File: src/rtl/gdb_rsp_rx_ctrl.sv
// GDB Remote Serial Protocol receive controller: frames $payload#hh packets,
// unescapes and buffers the payload, checks the checksum and issues +/- acks.
module gdb_rsp_rx_ctrl #(
    parameter int BUF_LEN = 256,
    parameter int LW      = $clog2(BUF_LEN + 1)
) (
    input  logic          clk,
    input  logic          rst,
    input  logic          rx_vld,
    output logic          rx_rdy,
    input  logic [7:0]    rx_dat,
    output logic          tx_vld,
    input  logic          tx_rdy,
    output logic [7:0]    tx_dat,
    input  logic          no_ack,
    output logic          pkt_vld,
    input  logic          pkt_rdy,
    output logic [LW-1:0] pkt_len,
    input  logic [LW-1:0] rd_adr,
    output logic [7:0]    rd_dat,
    output logic          brk,
    output logic [7:0]    err_cnt
);

    localparam int            AW      = (BUF_LEN > 1) ? $clog2(BUF_LEN) : 1;
    localparam logic [LW-1:0] BUF_MAX = LW'(BUF_LEN);

    localparam logic [7:0] CH_DOLLAR = 8'h24;
    localparam logic [7:0] CH_HASH   = 8'h23;
    localparam logic [7:0] CH_ESC    = 8'h7D;
    localparam logic [7:0] CH_BRK    = 8'h03;
    localparam logic [7:0] CH_ACK    = 8'h2B;
    localparam logic [7:0] CH_NAK    = 8'h2D;

    typedef enum logic [2:0] {
        IDLE,
        DATA,
        ESC,
        CS_HI,
        CS_LO,
        ACK,
        DONE
    } state_t;

    state_t        state;
    logic [7:0]    sum;
    logic [3:0]    cs_hi;
    logic [LW-1:0] len;
    logic          ovf;
    logic          bad;
    logic          ok;
    logic          ack_off;
    logic [7:0]    mem [BUF_LEN];

    logic          rx_fire;
    logic          tx_fire;
    logic          hex_ok;
    logic [3:0]    hex_val;
    logic          store;
    logic          room;
    logic [7:0]    wr_dat;
    logic          cs_good;

    assign rx_fire = rx_vld && rx_rdy;
    assign tx_fire = tx_vld && tx_rdy;

    // Letters a-f and A-F share their low nibble 1..6, so +9 maps them to 10..15.
    always_comb begin
        hex_ok  = 1'b1;
        hex_val = 4'd0;
        if (rx_dat >= 8'h30 && rx_dat <= 8'h39) begin
            hex_val = rx_dat[3:0];
        end else if ((rx_dat >= 8'h61 && rx_dat <= 8'h66) ||
                     (rx_dat >= 8'h41 && rx_dat <= 8'h46)) begin
            hex_val = rx_dat[3:0] + 4'd9;
        end else begin
            hex_ok = 1'b0;
        end
    end

    always_comb begin
        store   = rx_fire && ((state == DATA && rx_dat != CH_HASH &&
                               rx_dat != CH_DOLLAR && rx_dat != CH_ESC) ||
                              state == ESC);
        room    = len < BUF_MAX;
        wr_dat  = (state == ESC) ? (rx_dat ^ 8'h20) : rx_dat;
        cs_good = !bad && hex_ok && !ovf && ({cs_hi, hex_val} == sum);
    end

    always_ff @(posedge clk) begin
        if (store && room) begin
            mem[len[AW-1:0]] <= wr_dat;
        end
    end

    always_ff @(posedge clk) begin
        if (rst) begin
            rd_dat <= 8'h00;
        end else if (rd_adr < BUF_MAX) begin
            rd_dat <= mem[rd_adr[AW-1:0]];
        end
    end

    always_ff @(posedge clk) begin
        if (rst) begin
            state   <= IDLE;
            rx_rdy  <= 1'b0;
            tx_vld  <= 1'b0;
            tx_dat  <= CH_ACK;
            pkt_vld <= 1'b0;
            pkt_len <= '0;
            brk     <= 1'b0;
            err_cnt <= 8'h00;
            sum     <= 8'h00;
            cs_hi   <= 4'h0;
            len     <= '0;
            ovf     <= 1'b0;
            bad     <= 1'b0;
            ok      <= 1'b0;
            ack_off <= 1'b0;
        end else begin
            brk <= 1'b0;
            if (store) begin
                if (room) begin
                    len <= len + 1'b1;
                end else begin
                    ovf <= 1'b1;
                end
            end
            case (state)
                IDLE: begin
                    rx_rdy <= 1'b1;
                    if (rx_fire) begin
                        if (rx_dat == CH_DOLLAR) begin
                            sum   <= 8'h00;
                            len   <= '0;
                            ovf   <= 1'b0;
                            bad   <= 1'b0;
                            state <= DATA;
                        end else if (rx_dat == CH_BRK) begin
                            brk <= 1'b1;
                        end
                    end
                end
                DATA: begin
                    if (rx_fire) begin
                        if (rx_dat == CH_HASH) begin
                            state <= CS_HI;
                        end else if (rx_dat == CH_DOLLAR) begin
                            sum <= 8'h00;
                            len <= '0;
                            ovf <= 1'b0;
                            bad <= 1'b0;
                        end else begin
                            sum <= sum + rx_dat;
                            if (rx_dat == CH_ESC) begin
                                state <= ESC;
                            end
                        end
                    end
                end
                ESC: begin
                    if (rx_fire) begin
                        sum   <= sum + rx_dat;
                        state <= DATA;
                    end
                end
                CS_HI: begin
                    if (rx_fire) begin
                        cs_hi <= hex_val;
                        bad   <= !hex_ok;
                        state <= CS_LO;
                    end
                end
                CS_LO: begin
                    if (rx_fire) begin
                        ok      <= cs_good;
                        ack_off <= no_ack;
                        rx_rdy  <= 1'b0;
                        state   <= ACK;
                        if (!no_ack) begin
                            tx_vld <= 1'b1;
                            tx_dat <= cs_good ? CH_ACK : CH_NAK;
                        end
                    end
                end
                ACK: begin
                    if (ack_off || tx_fire) begin
                        tx_vld <= 1'b0;
                        if (ok) begin
                            pkt_vld <= 1'b1;
                            pkt_len <= len;
                            state   <= DONE;
                        end else begin
                            if (err_cnt != 8'hFF) begin
                                err_cnt <= err_cnt + 8'h01;
                            end
                            rx_rdy <= 1'b1;
                            state  <= IDLE;
                        end
                    end
                end
                DONE: begin
                    if (pkt_rdy) begin
                        pkt_vld <= 1'b0;
                        rx_rdy  <= 1'b1;
                        state   <= IDLE;
                    end
                end
                default: begin
                    state <= IDLE;
                end
            endcase
        end
    end

endmodule

File: config.mk
export PLATFORM = sky130hd
export DESIGN_NAME = gdb_rsp_rx_ctrl
export DESIGN_NICKNAME = d
export VERILOG_FILES = /design/src/rtl/gdb_rsp_rx_ctrl.sv
export SDC_FILE = /design/constraint.sdc
export NUM_CORES = 2
export LEC_CHECK = 0
export CORE_MARGIN = 3
export CORE_UTILIZATION = 40
export DETAILED_ROUTE_END_ITERATION = 12
export GPL_ROUTABILITY_DRIVEN = 0
export PLACE_DENSITY_LB_ADDON = 0.25
export SYNTH_ARGS = -nofsm -noshare
export SYNTH_HDL_FRONTEND = slang
export SYNTH_SLANG_ARGS = --single-unit
export TNS_END_PERCENT = 100
File: constraint.sdc
create_clock -name clk -period 15.8 [get_ports clk]
set_input_delay 1.58 -clock clk [delete_from_list [all_inputs] [get_ports clk]]
set_output_delay 1.58 -clock clk [all_outputs]
set_load 0.05 [all_outputs]
# Word-level counts from Yosys, hierarchy flattened
# Memory sizes are Yosys's and may differ from the RTL's. A register that Yosys moved wholly into a read port is not among the register bits.
# Index checks and enable logic that the tools add are counted.
# word_totals
reg_bits	57
ramBits	2048
input_bits	23
out_inout_bits	37
mem_count	1
# classes
add_sub_neg	4
n_lt_le_gt_ge	8
n_eq_ne	29
n_mux	62
bitwise	5
n_reduce_logical	37
# memory_table
name	words	width	rd	rd_ports_with_merged_regs	wr	line_no	text
mem	256	8	1	1	1	53	logic [7:0] mem [BUF_LEN];
# ops
cell	n
9-bit two-way mux	6
8-bit two-way mux	6
3-bit two-way mux	13
1-bit two-way mux	26
2-bit inequality test (second input constant)	12
8-bit case mux with 3 select lines	1
3-bit case mux with 7 select lines	1
9-bit < comparator (second input constant)	2
9-bit case mux with 2 select lines	1
8-bit by 6-bit == test with 1-bit output (second input constant)	2
8-bit by 7-bit >= comparator with 1-bit output (second input constant)	2
8-bit by 7-bit less-or-equal comparator with 1-bit output (second input constant)	2
8-bit by 6-bit inequality test with 1-bit output (second input constant)	2
1-bit logical AND	13
4-bit AND reduction	3
10-bit AND reduction	1
5-bit AND reduction	2
9-bit by 1-bit adder with 9-bit output (second input constant)	1
3-bit == test (second input constant)	3
8-bit by 1-bit adder with 8-bit output (second input constant)	1
8-bit adder	1
8-bit by 2-bit == test with 1-bit output (second input constant)	1
8-bit by 7-bit == test with 1-bit output (second input constant)	1
8-bit == test	1
25 further kinds	41

# Depth between registers and ports, before layout
# logic_depth
word_depth	11
mapped_depth	11
depth_no_buf	9

# Worst setup path before layout
# No wires, ideal clock.
# synth_path
kind	input-to-reg
from	input port rx_dat[5]
to	memory mem[0][5] (data pin)
arrival_ps	8898
setup_slack_ps	5252
stages	2
path_buffers	0
cell_sequence	inv_1 -> xnor2_1
# synth_between
elab_chain_len	2
# synth_lines
item	line_no	text
start: declaration	11	input logic [7:0] rx_dat,
1-bit NOT (no line)	-	
6-bit two-way mux (*)	86	wr_dat = (state == ESC) ? (rx_dat ^ 8'h20) : rx_dat;
named net wr_dat[5]	61	logic [7:0] wr_dat;
end: declaration	53	
# The timed path passes the listed nets; every way through them passes the cells marked *.

# Worst setup path after layout
# layout_path
from	input port rx_dat[0]
to	memory mem[198][4] (enable)
# layout_between
elab_chain_len	9
# layout_lines
item	line_no	text
8-bit by 6-bit inequality test with 1-bit output	82	store = rx_fire && ((state == DATA && rx_dat != CH_HASH &&
1-bit logical AND (2 in series)	82	
1-bit logical AND (*)	83	rx_dat != CH_DOLLAR && rx_dat != CH_ESC) ||
1-bit logical OR (*)	83	
1-bit logical AND (*)	82	
1-bit logical AND (*)	91	if (store && room) begin
1-bit two-way mux (*)	91	
1-bit two-way mux (not written as such) (*)	92	mem[len[AW-1:0]] <= wr_dat;
# Every way passes the cells marked *; elsewhere a longest branch is shown, timed or not.

==> run_summary.xml <==
<?xml version="1.0" encoding="UTF-8"?>
<metrics>
  <group name="status">
    <metric name="outcome" unit="">finished, final reports clean</metric>
  </group>
  <group name="setup_path">
    <metric name="crit_fanout" unit="">118</metric>
    <metric name="timing.critical_path.to_type" unit="">flip-flop</metric>
    <metric name="worst_path_max_delay_cell" unit="">nand3_2</metric>
    <metric name="worstSetupStartpointType" unit="">primary input</metric>
    <metric name="critical_path_arrival" unit="ns">6.16</metric>
    <metric name="timing.setup.critical_path_class" unit="">in2reg</metric>
    <metric name="timing.critical_path.slowest_cell_delay" unit="ns">1.12</metric>
    <metric name="worst_ep_required_time" unit="ns">16.26</metric>
    <metric name="critical_path.cell_chain" unit="">buf_8 &gt; buf_4 &gt; ha_1 &gt; and3_4 &gt; o21ai_4 &gt; a31oi_4 &gt; nor3_4 &gt; nand3_2 &gt; nor2_1</metric>
  </group>
  <group name="timing">
    <metric name="timing.final.crit_period" unit="ns">5.70</metric>
    <metric name="max_freq" unit="GHz">0.176</metric>
    <metric name="layout_worst_path_cycle_share" unit="%">36.1</metric>
    <metric name="final_critical_path_setup_slack" unit="ns">10.10</metric>
    <metric name="final-max-slew-violation-count" unit="">0</metric>
    <metric name="holdWs" unit="ns">0.465</metric>
    <metric name="setup_tns" unit="ns">0</metric>
    <metric name="max_slew.worst_pin.slew" unit="ns">1.21</metric>
    <metric name="finalClockSkew" unit="ns">0.0488</metric>
    <metric name="grt_setup_unrepaired" unit="">false</metric>
    <metric name="hold_viol_final" unit="">0</metric>
    <metric name="finalSetupViolCount" unit="">0</metric>
    <metric name="relSlewSlack" unit="%">17.3</metric>
  </group>
  <group name="cts">
    <metric name="worstSkewPairLatency" unit="ns">0.85</metric>
    <metric name="post_cts_buffers" unit="">0</metric>
    <metric name="cts_buffers" unit="">209</metric>
    <metric name="clk_pin_slew_worst_paths" unit="ns">0.06</metric>
    <metric name="cts-resized-gates" unit="">0</metric>
    <metric name="clock_tree_from_tritoncts" unit="">built</metric>
    <metric name="max-clock-path-buffers" unit="">3</metric>
    <metric name="cts-hold-fix-buffers" unit="">0</metric>
    <metric name="cts.root.buffer_cell" unit="">clkbuf_16</metric>
    <metric name="cts.sink_count" unit="">2107</metric>
    <metric name="ctsHtreeMaxLevel" unit="">4</metric>
  </group>
  <group name="pwr">
    <metric name="vdd_ir_drop_max" unit="µV">91.1</metric>
    <metric name="leakage" unit="µW">0.0283</metric>
    <metric name="powerDensity" unit="nW/µm²">126</metric>
    <metric name="power.total" unit="µW">11600</metric>
  </group>
  <group name="floorplan">
    <metric name="die_area" unit="µm²">211000</metric>
    <metric name="dieHeight" unit="µm">460</metric>
    <metric name="top_level_ports" unit="">60</metric>
    <metric name="fp-row-count" unit="">165</metric>
    <metric name="core" unit="µm²">203000</metric>
    <metric name="initial_core_util" unit="%">40.5</metric>
    <metric name="die_width" unit="µm">460</metric>
  </group>
  <group name="synthesis">
    <metric name="synth_largest_area_cell" unit="">edfxtp_1</metric>
    <metric name="synth_top_cells_by_area" unit="">edfxtp_1 (75%), mux4_2 (13%), mux2i_1 (2.1%)</metric>
    <metric name="synthesis.area_per_instance" unit="µm²">20.7</metric>
    <metric name="syn-cell-area" unit="µm²">82300</metric>
    <metric name="synth_async_sr_flop_share" unit="%">0</metric>
    <metric name="synthFlopType" unit="">edfxtp_1</metric>
    <metric name="ys_warn_count" unit="">0</metric>
    <metric name="ys_types" unit="">70</metric>
    <metric name="yosysTopAreaCellShare" unit="%">74.7</metric>
    <metric name="synth-edff-count" unit="">2048</metric>
    <metric name="post_synth_inst_count" unit="">3975</metric>
    <metric name="synth.ff_latch_count" unit="">2107</metric>
    <metric name="yosysSeqAreaShare" unit="%">76.2</metric>
  </group>
  <group name="place">
    <metric name="numPortBuffers" unit="">53</metric>
    <metric name="detailedPlacementHpwl" unit="mm">123</metric>
    <metric name="preCtsSetupSlack" unit="ns">9.09</metric>
  </group>
  <group name="final_layout">
    <metric name="final_core_util" unit="%">45.4</metric>
    <metric name="post_route_cells_drive_above_1_share" unit="%">20.8</metric>
    <metric name="finalNetCount" unit="">4118</metric>
    <metric name="mostFrequentLayoutCell" unit="">edfxtp_1</metric>
    <metric name="fillcell_total" unit="">16967</metric>
    <metric name="mostFrequentLayoutCells" unit="">edfxtp_1 (2048), mux4_2 (468), nor2_1 (339)</metric>
    <metric name="synthToLayoutAreaGrowth" unit="%">12.1</metric>
  </group>
  <group name="grt">
    <metric name="global_route.overflow_total" unit="">0</metric>
    <metric name="grt.total_usage" unit="%">19.6</metric>
    <metric name="antenna_found_initial" unit="">8</metric>
    <metric name="first_pass_grt_wire_length" unit="mm">299</metric>
    <metric name="grt_max_degree" unit="">183</metric>
    <metric name="vias_in_the_first_global_route" unit="">40736</metric>
  </group>
  <group name="drt">
    <metric name="drt-total-wl" unit="mm">207</metric>
    <metric name="num_vias" unit="">39989</metric>
    <metric name="drt_drc_violations_left" unit="">0</metric>
    <metric name="viasPerCell" unit="">5.78</metric>
    <metric name="drt-pass1-iter-count" unit="">5</metric>
    <metric name="wl_per_cell" unit="µm">29.9</metric>
    <metric name="drt.antenna.violating_nets" unit="">0</metric>
    <metric name="initialDrtViolationCount" unit="">4607</metric>
  </group>
  <group name="flow_run">
    <metric name="maxCapViolCount" unit="">0</metric>
  </group>
  <group name="worst_hold_path">
    <metric name="holdCritPathClass" unit="">reg2reg</metric>
  </group>
</metrics>
==> through the flow <==
stage	instance area (µm²)	std cells
6_report	92300	6923
3_5_place_dp	85400	6540
4_1_cts	92300	6921
3_3_place_gp	85400	6540
5_1_grt	92300	6921
2_1_floorplan	82300	3979
==> critical path: cells and delay by family <==
| family | cells | cell delay, ns |
|---|---|---|
| AOI/OAI and AO/OA | 2 | 0.35 |
| buffers and inverters | 2 | 0.64 |
| adders and majority gates | 1 | 0.36 |
| and+or+nand+nor | 4 | 3.14 |
==> path summary, 6_finish.rpt <==
| kind | startpoint | end | slack, ns | cells past startpoint |
|---|---|---|---|---|
| min | ack_off$_SDFFE_PP0P_ | ack_off$_SDFFE_PP0P_ | 0.46 | 2 |
| max | rx_dat[0] | mem[198][4]$_DFFE_PP_ | 10.10 | 9 |
| min reg2reg | ack_off$_SDFFE_PP0P_ | ack_off$_SDFFE_PP0P_ | 0.46 | 2 |
| max reg2reg | state[1]$_SDFFE_PP0P_ | mem[198][4]$_DFFE_PP_ | 11.00 | 6 |
==> logic make-up (layout without fill, tap and decap cells) <==
group	count (synthesis)	after routing	synth area share [%]
other	2	8	0.00913
buffers and inverters	251	521	1.84
XOR/XNOR	27	27	0.287
AO/OA/AOI/OAI	367	367	3.23
AND/OR/NAND/NOR	557	557	3.02
adder cells (fa/ha/maj)	16	16	0.252
multiplexers	648	648	15.2
flip-flops	2107	2107	76.2
==> where the power goes <==
part	total, µW	internal (µW)	switching (µW)
clock	4970	2820	2150
combinational	502	168	334
sequential	6130	6130	6.70
==> registers in the layout (all words and copies together) (netlist names), 3 cells and up <==
| signal | count |
|---|---|
| rd_dat | 8 |
| pkt_len | 9 |
| err_cnt | 8 |
| mem | 2048 |
| state | 3 |
| cs_hi | 4 |
| sum | 8 |
| len | 9 |
==> per-layer routing <==
metal	global-route usage, %	wire length [µm]
met1	28.7	90400
met2	30.3	97200
met3	3.34	14200
met4	5.52	5310
met5	0	33
==> synth_stat cells (19+ instances only) <==
master    count
a211oi_1     26
a21oi_1      62
a221oi_1     28
a22oi_1      72
buf_2        81
buf_4        29
buf_6        34
clkbuf_1     74
dfxtp_1      59
edfxtp_1   2048
mux2i_1     169
mux4_2      468
nand2_1      81
nand3_1      40
nor2_1      340
o21ai_0      39
o221ai_1     48
xnor2_1      19
==> final cells by class <==
cell class	count	area (µm²)	share of cell area [%]
Sequential cell	2107	62700	67.9
Multi-Input combinational cell	1621	18200	19.7
Clock buffer	256	5430	5.88
Tap cell	2672	3340	3.62
Clock inverter	125	1420	1.54
Timing Repair Buffer	124	1170	1.27
Inverter	16	60.1	0.0651
Antenna cell	2	5.00	0.00542
Power figures use the tool's default switching activity.
